`src/rtl/vga_timing_pkg.sv`:
```
// Display timing constants shared by the timing and draw stages.
// SVGA 800x600@60 defaults plus total-size helpers.
package vga_timing_pkg;

  localparam int CNT_W = 12;

  localparam int SVGA_H_VIS  = 800;
  localparam int SVGA_H_FP   = 40;
  localparam int SVGA_H_SYNC = 128;
  localparam int SVGA_H_BP   = 88;

  localparam int SVGA_V_VIS  = 600;
  localparam int SVGA_V_FP   = 1;
  localparam int SVGA_V_SYNC = 4;
  localparam int SVGA_V_BP   = 23;

  localparam int DISP_COLS = SVGA_H_VIS;
  localparam int DISP_ROWS = SVGA_V_VIS;

  typedef struct packed {
    logic hs;
    logic vs;
    logic von;
  } sync_t;

  function automatic int h_total(
    input int vis,
    input int fp,
    input int sw,
    input int bp
  );
    return vis + fp + sw + bp;
  endfunction

  function automatic int v_total(
    input int vis,
    input int fp,
    input int sw,
    input int bp
  );
    return vis + fp + sw + bp;
  endfunction

endpackage

```
`src/rtl/sync_delay_line.sv`:
```
// Enabled shift register, DEPTH stages of WIDTH bits.
// DEPTH=0 collapses to a wire.
module sync_delay_line #(
  parameter int DEPTH = 1,
  parameter int WIDTH = 3
) (
  input  logic             clk,
  input  logic             rst_n,
  input  logic             en_i,
  input  logic [WIDTH-1:0] d_i,
  output logic [WIDTH-1:0] q_o
);

  if (DEPTH == 0) begin : g_wire
    logic unused_ctl;
    assign unused_ctl = ^{clk, rst_n, en_i};
    assign q_o = d_i;
  end else begin : g_sr
    logic [WIDTH-1:0] stage_q [DEPTH];

    always_ff @(posedge clk or negedge rst_n) begin
      if (!rst_n) begin
        for (int i = 0; i < DEPTH; i++) begin
          stage_q[i] <= '0;
        end
      end else if (en_i) begin
        stage_q[0] <= d_i;
        for (int i = 1; i < DEPTH; i++) begin
          stage_q[i] <= stage_q[i-1];
        end
      end
    end

    assign q_o = stage_q[DEPTH-1];
  end

endmodule

```
`src/rtl/vga_timing_gen.sv`:
```
// Pong display timing stage: pixel counters, sync generation,
// and re-timing/blanking of the draw stage colour.
module vga_timing_gen
  import vga_timing_pkg::*;
#(
  parameter int H_VIS   = SVGA_H_VIS,
  parameter int H_FP    = SVGA_H_FP,
  parameter int H_SYNC  = SVGA_H_SYNC,
  parameter int H_BP    = SVGA_H_BP,
  parameter int V_VIS   = SVGA_V_VIS,
  parameter int V_FP    = SVGA_V_FP,
  parameter int V_SYNC  = SVGA_V_SYNC,
  parameter int V_BP    = SVGA_V_BP,
  parameter bit HS_POL  = 1'b1,
  parameter bit VS_POL  = 1'b1,
  parameter int PIX_DIV = 1,
  parameter int RGB_LAT = 1
) (
  input  logic        clk,
  input  logic        rst_n,
  input  logic [7:0]  rgb_in,
  output logic [11:0] col_counter,
  output logic [11:0] row_counter,
  output logic        pix_en,
  output logic        frame_tick,
  output logic        hsync,
  output logic        vsync,
  output logic        video_on,
  output logic [7:0]  rgb_out
);

  localparam int H_TOTAL = h_total(H_VIS, H_FP, H_SYNC, H_BP);
  localparam int V_TOTAL = v_total(V_VIS, V_FP, V_SYNC, V_BP);

  if (H_TOTAL > 4096 || V_TOTAL > 4096 ||
      PIX_DIV < 1 || RGB_LAT < 0) begin : g_bad_cfg
    $error("vga_timing_gen: illegal timing parameters");
  end

  localparam logic [CNT_W-1:0] H_LAST  = CNT_W'(H_TOTAL - 1);
  localparam logic [CNT_W-1:0] V_LAST  = CNT_W'(V_TOTAL - 1);
  localparam logic [CNT_W-1:0] H_VIS_W = CNT_W'(H_VIS);
  localparam logic [CNT_W-1:0] V_VIS_W = CNT_W'(V_VIS);
  localparam logic [CNT_W-1:0] HS_LO   = CNT_W'(H_VIS + H_FP);
  localparam logic [CNT_W-1:0] HS_HI   = CNT_W'(H_VIS + H_FP + H_SYNC - 1);
  localparam logic [CNT_W-1:0] VS_LO   = CNT_W'(V_VIS + V_FP);
  localparam logic [CNT_W-1:0] VS_HI   = CNT_W'(V_VIS + V_FP + V_SYNC - 1);

  logic             pix_en_q, pix_en_d;
  logic [CNT_W-1:0] col_q, col_d;
  logic [CNT_W-1:0] row_q, row_d;
  logic             tick_q, tick_d;

  // pix_en is registered from the next divider value so it is
  // low in reset yet high in the same clk as div==PIX_DIV-1.
  if (PIX_DIV > 1) begin : g_div
    localparam int DW = $clog2(PIX_DIV);
    localparam logic [DW-1:0] DIV_LAST = DW'(PIX_DIV - 1);
    logic [DW-1:0] div_q, div_d;

    assign div_d    = (div_q == DIV_LAST) ? '0 : div_q + DW'(1);
    assign pix_en_d = (div_d == DIV_LAST);

    always_ff @(posedge clk or negedge rst_n) begin
      if (!rst_n) div_q <= '0;
      else        div_q <= div_d;
    end
  end else begin : g_nodiv
    assign pix_en_d = 1'b1;
  end

  always_comb begin
    col_d  = col_q;
    row_d  = row_q;
    tick_d = 1'b0;
    if (pix_en_q) begin
      if (col_q == H_LAST) begin
        col_d  = '0;
        row_d  = (row_q == V_LAST) ? '0 : row_q + 12'd1;
        tick_d = (row_q == V_LAST);
      end else begin
        col_d = col_q + 12'd1;
      end
    end
  end

  always_ff @(posedge clk or negedge rst_n) begin
    if (!rst_n) begin
      pix_en_q <= 1'b0;
      col_q    <= '0;
      row_q    <= '0;
      tick_q   <= 1'b0;
    end else begin
      pix_en_q <= pix_en_d;
      col_q    <= col_d;
      row_q    <= row_d;
      tick_q   <= tick_d;
    end
  end

  sync_t dec_c, dly_q;

  assign dec_c.hs  = (col_q >= HS_LO) && (col_q <= HS_HI);
  assign dec_c.vs  = (row_q >= VS_LO) && (row_q <= VS_HI);
  assign dec_c.von = (col_q < H_VIS_W) && (row_q < V_VIS_W);

  sync_delay_line #(
    .DEPTH (RGB_LAT),
    .WIDTH ($bits(sync_t))
  ) u_dly (
    .clk   (clk),
    .rst_n (rst_n),
    .en_i  (pix_en_q),
    .d_i   (dec_c),
    .q_o   (dly_q)
  );

  logic       hs_q, vs_q, von_q;
  logic [7:0] rgb_q;

  always_ff @(posedge clk or negedge rst_n) begin
    if (!rst_n) begin
      hs_q  <= ~HS_POL;
      vs_q  <= ~VS_POL;
      von_q <= 1'b0;
      rgb_q <= 8'h00;
    end else if (pix_en_q) begin
      hs_q  <= dly_q.hs ? HS_POL : ~HS_POL;
      vs_q  <= dly_q.vs ? VS_POL : ~VS_POL;
      von_q <= dly_q.von;
      rgb_q <= dly_q.von ? rgb_in : 8'h00;
    end
  end

  assign col_counter = col_q;
  assign row_counter = row_q;
  assign pix_en      = pix_en_q;
  assign frame_tick  = tick_q;
  assign hsync       = hs_q;
  assign vsync       = vs_q;
  assign video_on    = von_q;
  assign rgb_out     = rgb_q;

endmodule

```
`config.mk`:
```
export PLATFORM = sky130hd
export DESIGN_NAME = vga_timing_gen
export DESIGN_NICKNAME = d
export VERILOG_FILES = /design/src/rtl/vga_timing_pkg.sv /design/src/rtl/sync_delay_line.sv /design/src/rtl/vga_timing_gen.sv
export SDC_FILE = /design/constraint.sdc
export NUM_CORES = 1
export LEC_CHECK = 0
export CAP_MARGIN = 20
export CELL_PAD_IN_SITES_DETAIL_PLACEMENT = 2
export CELL_PAD_IN_SITES_GLOBAL_PLACEMENT = 2
export CORE_ASPECT_RATIO = 0.75
export CORE_MARGIN = 2
export CORE_UTILIZATION = 30
export DETAILED_ROUTE_END_ITERATION = 10
export PLACE_DENSITY_LB_ADDON = 0.1
export REMOVE_ABC_BUFFERS = 1
export SYNTH_ARGS = -nofsm -noshare
export SYNTH_HDL_FRONTEND = slang
export SYNTH_SLANG_ARGS = --single-unit
```
`constraint.sdc`:
```
create_clock -name clk -period 2.1 [get_ports clk]
set_input_delay 0.63 -clock clk [delete_from_list [all_inputs] [get_ports clk]]
set_output_delay 0.63 -clock clk [all_outputs]
set_load 0.1 [all_outputs]
```
=== Word level (Yosys, flattened, before mapping) ===
Cells that the tools add are included.

* Memories kept: 0
* Bits of input ports: 10
* RAM bits: 0
* Register bits after elaboration: 40
* Bits in read-only memories: 0
* Output and inout bits: 37
* Latch bits: 0
* Word-level logic and storage cells: 30

* Reductions and logical operators: 4
* $add $sub $neg: 2
* Mux-type cells: 7
* Equality and inequality tests: 2
* Shift operators: 0
* Bitwise logic cells: 0
* Divide/modulo/power cells: 0
* Magnitude comparators: 6
* Multipliers: 0

{| class="wikitable"
|+ Operator list
! kind !! number
|-
| 12-bit by 1-bit adder with 12-bit output, second input constant || 2
|-
| 12-bit by 10-bit greater-or-equal comparator with 1-bit output, second input constant || 2
|-
| 12-bit by 10-bit <= comparator with 1-bit output, second input constant || 2
|-
| 12-bit by 10-bit less-than comparator with 1-bit output, second input constant || 2
|-
| 12-bit 2-to-1 mux || 2
|-
| 12-bit by 10-bit equality test with 1-bit output, second input constant || 1
|-
| 12-bit by 11-bit equality test with 1-bit output, second input constant || 1
|-
| 8-bit 2-to-1 mux || 1
|-
| 1-bit 2-to-1 mux || 4
|-
| 1-bit logical AND || 3
|-
| 2-bit AND reduction || 1
|}

=== Longest topological paths before layout ===
Gate-level depths: netlist (run 1).

* Depth in word-level cells: 3
* Depth in mapped cells: 6
* Mapped depth without buffers: 5

=== Hierarchy ===
From an unflattened synthesis (run 1), not the netlist that was laid out.

* Cells, all modules: 201
* Area total of the unflattened synthesis: 2,026.9 µm²

{| class="wikitable"
|+ By module, submodules not included
! module !! cells an instance !! seq. area each (µm²) !! area each (µm²) !! times used
|-
| vga_timing_gen || 195 || 925.9 || 1,918.1 || 1
|-
| sync_delay_line || 6 || 75.1 || 108.9 || 1
|}

=== Worst setup path after synthesis (run 1) ===
OpenSTA, ideal clock, no wires.

* Path kind: register -> register
* From: reg col_q[1], in the netlist col_counter[1]
* To: reg row_q[9], in the netlist row_counter[9]
* Data required time: 2.023 ns
* Arrival: 2.250 ns
* Stages on the path, launching flop included: 6
* Path buffers: 0
* Setup slack: -0.227 ns
* Clock period less this slack: 2.327 ns
* Setup time: 0.077 ns
* Path through: dfrtp_1 > ha_1 > nand2_1 > nand4b_1 > or4_1 > a21oi_1

* Word-level cells in the longest chain between the ends: 2

{| class="wikitable"
|+ Ends and longest elaborated chain
! item !! line !! RTL
|-
| from (decl) || vga_timing_gen.sv:50 || <nowiki>logic [CNT_W-1:0] col_q, col_d;</nowiki>
|-
| from (signal assigned) || vga_timing_gen.sv:95 || <nowiki>col_q <= col_d;</nowiki>
|-
| 12-bit by 11-bit equality test with 1-bit output || vga_timing_gen.sv:77 || <nowiki>if (col_q == H_LAST) begin</nowiki>
|-
| 2-bit AND reduction (no line) || - ||
|-
| to (signal assigned) || vga_timing_gen.sv:96 || <nowiki>row_q <= row_d;</nowiki>
|-
| to (decl) || vga_timing_gen.sv:51 || <nowiki>logic [CNT_W-1:0] row_q, row_d;</nowiki>
|}

Every way passes these cells.
A chain may end at the register's enable or synchronous reset.

=== Final worst setup path (run 1) ===
* From: reg row_q[10], in the netlist row_counter[10]
* To: reg u_dly.g_sr.stage_q, in the netlist u_dly.q_o[1]

* Word-level cells in the longest chain between the ends: 2
* Elaborated cells on any way between the ends: 3
* Classes of those cells: order compare: 2; reduce/logical: 1

{| class="wikitable"
|+ Ends and longest elaborated chain
! item !! line !! RTL
|-
| 12-bit by 10-bit greater-or-equal comparator with 1-bit output / 12-bit by 10-bit <= comparator with 1-bit output (equally long branches) || vga_timing_gen.sv:104 || <nowiki>assign dec_c.vs = (row_q >= VS_LO) && (row_q <= VS_HI);</nowiki>
|-
| 1-bit logical AND (*) || vga_timing_gen.sv:104 ||
|-
| to (signal, indexed assignment) || sync_delay_line.sv:29 || <nowiki>stage_q[i] <= stage_q[i-1];</nowiki>
|-
| to (decl) || sync_delay_line.sv:19 || <nowiki>logic [WIDTH-1:0] stage_q [DEPTH];</nowiki>
|}

Mark *: on every way between the ends. The rest lies on a longest branch, timed or not.

==> impl_metrics.toml, run 1 <==
[clock_tree]
htreeDepth = 2
clock_latency_ns = 0.30
clock-sinks = 40
cts_tree = "done"
cts-root-buf = "clkbuf_8"
clockBufferDepth = 2
path_clk_slew_ns = 0.09
numCtsBuffers = 5
post_cts_resized = 0
postCtsHoldBufs = 0
post_cts.repair.setup_buffers = 0

[detailed_routing]
via_per_inst = 5.12
final_antenna_net_count = 0
drc = 0
dr.max_layer_used = "met4"
drtIter0Drc = 59
post_drt_wl_per_cell_um = 18.2
wl_met3_um = 237
drt-total-wl_um = 6030
dr_total_vias = 1696
drtPass1Iterations = 4
dr_wl_met2_um = 2920
wl_met1_um = 2840

[layout]
utilization = 0.483
n_fill_cell = 645
stdcell_area_sq_um = 3050
regArea_sq_um = 1000
finalNonFillerCells = 331
drive_above_1_share = 0.264
area_growth_pct = 55.4
antenna_cells = 0
final_nets = 264
multi_input_area_sq_um = 858

[hold_path]
holdCritPathClass = "in -> async"

[logic_synthesis]
synth_compound_area_frac = 0.109
async_reset_ff_frac = 1.00
synthTopCellsByCount = "dfrtp_1, inv_1, nand3_1"
yosysSeqAreaShare = 0.509
synth-edff-count = 0
ys_seq_elements = 40
netlist.area_leader.share = 0.509
yosysWarnings = 0
synth_cell_types = 42
synth_top_family_by_area = "simple AND/OR/NAND/NOR gates"
synth_ff_type = "dfrtp_1"
synthAdderAreaFrac = 0.0318
syn_area_sq_um = 1970
synth.area.top_cells = "dfrtp_1, nand3_1, inv_1"
syn_inst = 194
yosysMostFrequentCell = "dfrtp_1"
muxShareOfSynthArea = 0.0331
synthXorXnorAreaFrac = 0.0579
synth-simple-area-share = 0.203
yosys.area.top_type = "dfrtp_1"
syn_avg_cell_area_sq_um = 10.1

[global_route]
grt_pass1_vias = 1885
grt_usage = 0.180
grt_pass1_wl_um = 10200
overflow = 0
grt_max_degree = 41
antenna_found_initial = 0

[sta]
clock_skew_ns = 0.0121
slew_violations = 0
finalSetupViolCount = 0
fmax_mhz = 524
finalCriticalPeriod_ns = 1.91
rsz0062_at_grt = "false"
period_share = 0.909
fin_tns_setup_ns = 0
max_slew_margin = 0.644
worstMarginPinSlew_ns = 0.534
hold_viol = 0

[worst_setup_path]
required_ns = 2.31
critPathArrivalTime_ns = 2.12
cpLargestDelayFamily = "simple AND/OR/NAND/NOR gates"
cp_cell_sequence = "or4_1, nor4_1, mux2i_1, a31oi_1"
end_kind = "register"
cp_num_buf_inv = 0
crit_type = "reg -> reg"
cp_slowest_cell = "or4_1"
crit_fanout = 5
worst_setup_path_start_kind = "register"
cp_slowest_stage_delay_ns = 0.54

[placed_design]
dp_hpwl_um = 4460
placed_cell_area_sq_um = 2930
gp_congestion = 0.792
numPortBuffers = 46
post-place-cells = 323

[power]
p_per_area_nw_per_um2 = 844
switching_power_mw = 1.02
vdd_ir_drop_max_mv = 0.528
p_sw_frac = 0.396
internal_power_mw = 1.56
power_frac_seq = 0.366
pwr-share-comb = 0.370
power_frac_clock = 0.264
leakagePower_nw = 1.33

[floorplan]
core-area_sq_um = 6320
die_h_um = 74.1
rows = 25
start_util = 0.311
die_w_um = 97.5
io_pins = 47
die_area_sq_um = 7220

[job]
drv_cap = 0

[outcome]
outcome = "finished, final reports clean"
sequential cells by signal, indices dropped and copies added (netlist names):
signal,count
col_counter,12
row_counter,12
rgb_out,8
u_dly.q_o,3
frame_tick,1
hsync,1
pix_en,1
video_on,1
vsync,1
layout make-up:
type / instances / area share
sequential: 40 / 0.328
timing repair buffer: 56 / 0.295
multi-input combinational: 127 / 0.281
tap: 81 / 0.0332
clock buffer: 6 / 0.0270
inverter: 19 / 0.0234
clock inverter: 2 / 0.0127
logic make-up (layout without fill, tap and decap cells):
logic type,after synthesis,count (layout)
and+or+nand+nor,68,68
DFF,40,40
AOI/OAI and AO/OA,34,34
buffers and inverters,27,83
xor gates and xnor gates,13,13
muxes,6,6
adders and majority gates,5,5
other,1,1
per-stage QoR:
step                hold WS, ns  setup slack [ns]  total power [mW]
floorplan                 0.334            -0.860              1.49
finish                    0.396             0.190              2.58
detailed placement        0.508             0.240              1.92
global placement          0.488             0.312              1.88
global route              0.423            0.0320              2.68
CTS                       0.413             0.173              2.61
layout by cell type (no fill, tap or decap), types with 5 or more instances in the layout:
master and instances:
clkdlybuf4s50_1 8, xnor2_1 7, ha_1 5, inv_1 19, buf_12 37, clkbuf_8 6, nor2_1 8, nand4_1 5
nand2_1 11, xor2_1 6, o21ai_0 14, nand3_1 17, buf_4 10, dfrtp_1 40
worst reg2reg max path: cells and delay by family, from the launching register on:
family             cells  cell delay [ns]
and+or+nand+nor        2             1.01
DFF                    1             0.47
AOI/OAI and AO/OA      1             0.19
muxes                  1             0.16
power by group through the flow:
stage                     clock, mW  sequential, mW  combinational, mW
after floorplan                   0            1.38              0.109
after global placement            0           0.944              0.939
after detailed placement          0           0.957              0.959
after CTS                     0.698           0.944              0.963
after global routing          0.727           0.955              0.997
final                         0.681           0.942              0.954
per-layer routing:
| layer | up-vias | track usage |
|---|---|---|
| met1 | 864 | 0.243 |
| met2 | 34 | 0.299 |
| met4 | 0 | 0.0417 |
| met5 | - | 0 |
| met3 | 4 | 0.0451 |
| li1 | 794 | - |
path summary, 6_finish.rpt:
kind	from	to	slack, ns	depth (start not counted)
setup / recovery	row_counter[10]	u_dly.q_o[1]	0.19	4
hold / removal	rst_n	row_counter[2]	0.40	2
setup reg to reg	row_counter[10]	u_dly.q_o[1]	0.19	4
hold reg to reg	u_dly.q_o[2]	hsync	0.52	1
max in group asynchronous	rst_n	vsync	1.34	2
min in group clk	u_dly.q_o[2]	hsync	0.52	1
Note: power is estimated with default switching activity, not from simulation.
==> run 2: changes to the inputs <==
==> constraint.sdc (replaced) <==
create_clock -name clk -period 2.1 [get_ports clk]
set_input_delay 0.63 -clock clk [delete_from_list [all_inputs] [get_ports clk]]
set_output_delay 0.63 -clock clk [all_outputs]
set_load 0.05 [all_outputs]
==> run 2 against run 1 <==
Count of clock-buffer cells in the layout is 1 lower. Utilization shrank 7.4 points. Combinational power is 47% lower. Critical endpoint is now pix_en. Largest power group is now registers.
==> impl_metrics.toml, run 2 (synthesized netlist as in run 1, its figures left out) <==
[sta]
rsz0062_at_grt = "false"
period_share = 0.922
worstMarginPinSlew_ns = 0.548
max_slew_margin = 0.631
finalCriticalPeriod_ns = 1.94
fmax_mhz = 516
slew_violations = 0
finalSetupViolCount = 0
holdWs_ns = 0.399
hold_viol = 0
clock_skew_ns = 0.00887

[clock_tree]
post_cts_resized = 0
clock_latency_ns = 0.30
postCtsHoldBufs = 0
path_clk_slew_ns = 0.09
clockBufferDepth = 2
post_cts.repair.setup_buffers = 0
clock-sinks = 40
cts_tree = "done"
htreeDepth = 2
numCtsBuffers = 5
cts-root-buf = "clkbuf_8"

[global_route]
use_met1 = 0.246
grt_pass1_vias = 1825
gr-max-usage-layer = "met2"
antenna_found_initial = 0
grt_max_degree = 41
grt_usage = 0.173
met3_usage = 0.0367
overflow = 0
grtUsageMet2 = 0.277
grt_pass1_wl_um = 9820

[power]
pwr-share-comb = 0.219
p_sw_frac = 0.313
switching_power_uw = 723
leakagePower_nw = 1.19
p_per_area_nw_per_um2 = 893
power_frac_clock = 0.381
power_frac_seq = 0.400
p_total_mw = 2.31
vdd_ir_drop_max_mv = 0.358
internal_power_mw = 1.59

[outcome]
outcome = "finished, final reports clean"

[layout]
n_fill_cell = 675
drive_above_1_share = 0.243
antenna_cells = 0
final_nets = 257
final_common_cell = "dfrtp_1"
area_growth_pct = 31.7
final_cell_mix = "dfrtp_1, buf_4, inv_1"

[floorplan]
die_h_um = 74.1
core-area_sq_um = 6320
die_area_sq_um = 7220
io_pins = 47
rows = 25
die_w_um = 97.5
start_util = 0.311

[detailed_routing]
drtIter0Drc = 59
drc = 0
drt-total-wl_um = 5830
via_per_inst = 5.12
dr_total_vias = 1660
post_drt_wl_per_cell_um = 18.0
drtPass1Iterations = 4
final_antenna_net_count = 0

[placed_design]
dp_hpwl_um = 4230
numPortBuffers = 46
gp_congestion = 0.762

[worst_setup_path]
crit_fanout = 30
required_ns = 1.47
critPathArrivalTime_ns = 1.31
worst_setup_path_start_kind = "register"
crit_type = "reg -> out"
end_kind = "output pin"

[hold_path]
holdCritPathClass = "in -> async"

[job]
drv_cap = 0
## run 2: cell type report
cell class	count	area [sq um]	area share
clock inverters	3	90.1	0.0348
clock buffers	5	68.8	0.0266
inverters	19	71.3	0.0275
multi-input cells	127	858	0.332
well taps	81	101	0.0391
flip-flops and latches	40	1000	0.387
repair buffers	49	398	0.154
## run 2: routing by layer
| layer | up-vias | share of wire |
|---|---|---|
| li1 | 774 | - |
| met1 | 840 | 0.47 |
| met2 | 41 | 0.47 |
| met3 | 5 | 0.046 |
| met4 | 0 | 0.0076 |
| met5 | - | 0 |
## run 2: worst max-delay path, stage by stage, from the launching register on
cell     delay, ns
dfrtp_1       0.46
buf_4         0.36
buf_12        0.18
## run 2: worst paths after layout
check | start | end | slack (ns) | depth (start not counted)
max | pix_en | pix_en | 0.16 | 2
min | rst_n | col_counter[0] | 0.40 | 2
max reg2reg | col_counter[0] | row_counter[9] | 0.17 | 5
min reg2reg | hsync | hsync | 0.52 | 1
max in group asynchronous | rst_n | frame_tick | 1.33 | 2
min in group clk | hsync | hsync | 0.52 | 1
## run 2: power by group through the flow
stage | registers, mW | clock network [mW] | logic [mW]
after global placement | 0.936 | 0 | 0.497
after global routing | 0.940 | 0.945 | 0.540
after detailed placement | 0.941 | 0 | 0.515
after CTS | 0.926 | 0.909 | 0.516
final | 0.925 | 0.880 | 0.506
after floorplan | 1.14 | 0 | 0.106
## run 2: through the flow
step | instances | setup WS, ns | setup TNS, ns | util | instance area (sq um)
3_3_place_gp | 316 | 0.289 | 0 | 0.385 | 2430
3_5_place_dp | 316 | 0.171 | 0 | 0.385 | 2430
2_1_floorplan | 186 | -0.508 | -2.47 | - | 1930
5_1_grt | 324 | 0.0187 | 0 | 0.410 | 2590
4_1_cts | 324 | 0.143 | 0 | 0.410 | 2590
6_report | 324 | 0.163 | 0 | 0.410 | 2590
==> run 3: changes to the inputs <==
- CORE_MARGIN: 2 -> 1
==> run 3 against run 2 <==
Sequential share of layout area up 0.38 points. Clock power down 20%. Highest routed layer unchanged. Maximum frequency up 0.62%. Die area fell by 4.7%. Wire length fell by 0.98%. First-iteration DRC count decreased by 47%. Count of clock-buffer cells in the layout grew 2. Worst setup slack better by 0.012 ns. Combinational power increased by 1%. Cell area decreased by 0.97%.
==> impl_metrics.toml, run 3 (synthesized netlist as in run 1, its figures left out) <==
[worst_setup_path]
worst_setup_path_start_kind = "register"
r2r_cells = 4
reg2reg_to = "u_dly.q_o[1]"
required_ns = 2.32
r2r_slack_ns = 0.17
r2r-start = "row_counter[7]"
cp-endpoint = "u_dly.q_o[1]"
critPathArrivalTime_ns = 2.15
crit_fanout = 6
critPathLaunch = "row_counter[7]"
crit_type = "reg -> reg"
end_kind = "register"

[clock_tree]
path_clk_slew_ns = 0.08
numCtsBuffers = 5
cts-root-buf = "clkbuf_8"
cts_tree = "done"
post_cts_resized = 0
post_cts.repair.setup_buffers = 0
htreeDepth = 2
clock-sinks = 40
postCtsHoldBufs = 0
clockBufferDepth = 2
clock_latency_ns = 0.29

[floorplan]
rows = 25
start_util = 0.311
io_pins = 47
die_w_um = 95.5
die_h_um = 72.1
core-area_sq_um = 6320
die_area_sq_um = 6880

[detailed_routing]
post_drt_wl_per_cell_um = 17.8
dr_total_vias = 1663
via_per_inst = 5.12
drtPass1Iterations = 4
drc = 0
final_antenna_net_count = 0
drtIter0Drc = 31
drt-total-wl_um = 5770

[global_route]
grt_max_degree = 41
grt_usage = 0.184
antenna_found_initial = 0
grt_pass1_vias = 1775
overflow = 0
grt_pass1_wl_um = 9430

[sta]
period_share = 0.917
setup_slack_ns = 0.175
clock_skew_ns = 0.00363
slew_violations = 0
max_slew_margin = 0.628
fin_tns_setup_ns = 0
rsz0062_at_grt = "false"
fmax_mhz = 519
worstMarginPinSlew_ns = 0.553
hold_viol = 0
finalCriticalPeriod_ns = 1.93
finalSetupViolCount = 0

[layout]
area_growth_pct = 30.4
antenna_cells = 0
n_fill_cell = 701
drive_above_1_share = 0.246
final_cell_mix = "dfrtp_1, buf_4, inv_1"
final_nets = 258

[placed_design]
gp_congestion = 0.801
dp_hpwl_um = 4260
dp_slack_ns = 0.221
numPortBuffers = 46

[job]
drv_cap = 0

[outcome]
outcome = "finished, final reports clean"

[power]
leakagePower_nw = 1.18
vdd_ir_drop_max_mv = 0.300
p_per_area_nw_per_um2 = 833

[hold_path]
holdCritPathClass = "in -> async"
==> run 3: cell count changes in the layout (fill, tap and decap cells not counted) <==
cell | previous run | this run
clkbuf_8 | 5 | 7
bufinv_16 | 3 | 1
buf_4 | 39 | 40
==> run 3: power breakdown <==
| group | internal (mW) | total [mW] | leakage, nW | switching [mW] |
|---|---|---|---|---|
| logic | 0.163 | 0.512 | 0.590 | 0.349 |
| clock network | 0.420 | 0.701 | 0.0645 | 0.281 |
| registers | 0.833 | 0.923 | 0.530 | 0.0906 |
| total | 1.42 | 2.14 | 1.18 | 0.721 |
==> run 3: layout make-up <==
| class | count | area, sq um | share of cell area |
|---|---|---|---|
| sequential | 40 | 1000 | 0.390 |
| multi-input combinational | 127 | 858 | 0.335 |
| timing repair buffer | 50 | 405 | 0.158 |
| tap | 81 | 101 | 0.0395 |
| clock buffer | 7 | 96.3 | 0.0376 |
| inverter | 19 | 71.3 | 0.0278 |
| clock inverter | 1 | 30.0 | 0.0117 |
==> run 3: stage by stage <==
step / instances / util / power [mW] / hold WS (ns) / cell area [sq um]
floorplan: 186 / - / 1.25 / 0.334 / 1930
global placement: 317 / 0.386 / 1.43 / 0.484 / 2440
detailed placement: 317 / 0.386 / 1.46 / 0.497 / 2440
CTS: 325 / 0.406 / 2.17 / 0.407 / 2560
global route: 325 / 0.406 / 2.24 / 0.425 / 2560
finish: 325 / 0.406 / 2.14 / 0.398 / 2560
==> run 3: how the worst min path moves through the flow <==
stage / startpoint / to / slack, ns / depth (start not counted)
after floorplan: rst_n / col_counter[0] / 0.33 / 0
after global placement: u_dly.q_o[1] / vsync / 0.48 / 1
after detailed placement: u_dly.q_o[1] / vsync / 0.50 / 1
after CTS: rst_n / video_on / 0.41 / 2
after global routing: rst_n / row_counter[6] / 0.42 / 2
final: rst_n / frame_tick / 0.40 / 2
==> run 3: metal layers <==
metal,vias up,global-route usage,wire (um)
li1,773,-,-
met1,850,0.261,2910
met2,33,0.280,2580
met3,7,0.0367,198
met4,0,0.0647,78
met5,-,0,0
==> run 3: worst max-delay path: stages (launching register included) <==
cell and delay [ns]:
dfrtp_1 0.46, or4_1 0.57, nor4_1 0.51, mux2i_1 0.15, a31oi_1 0.16
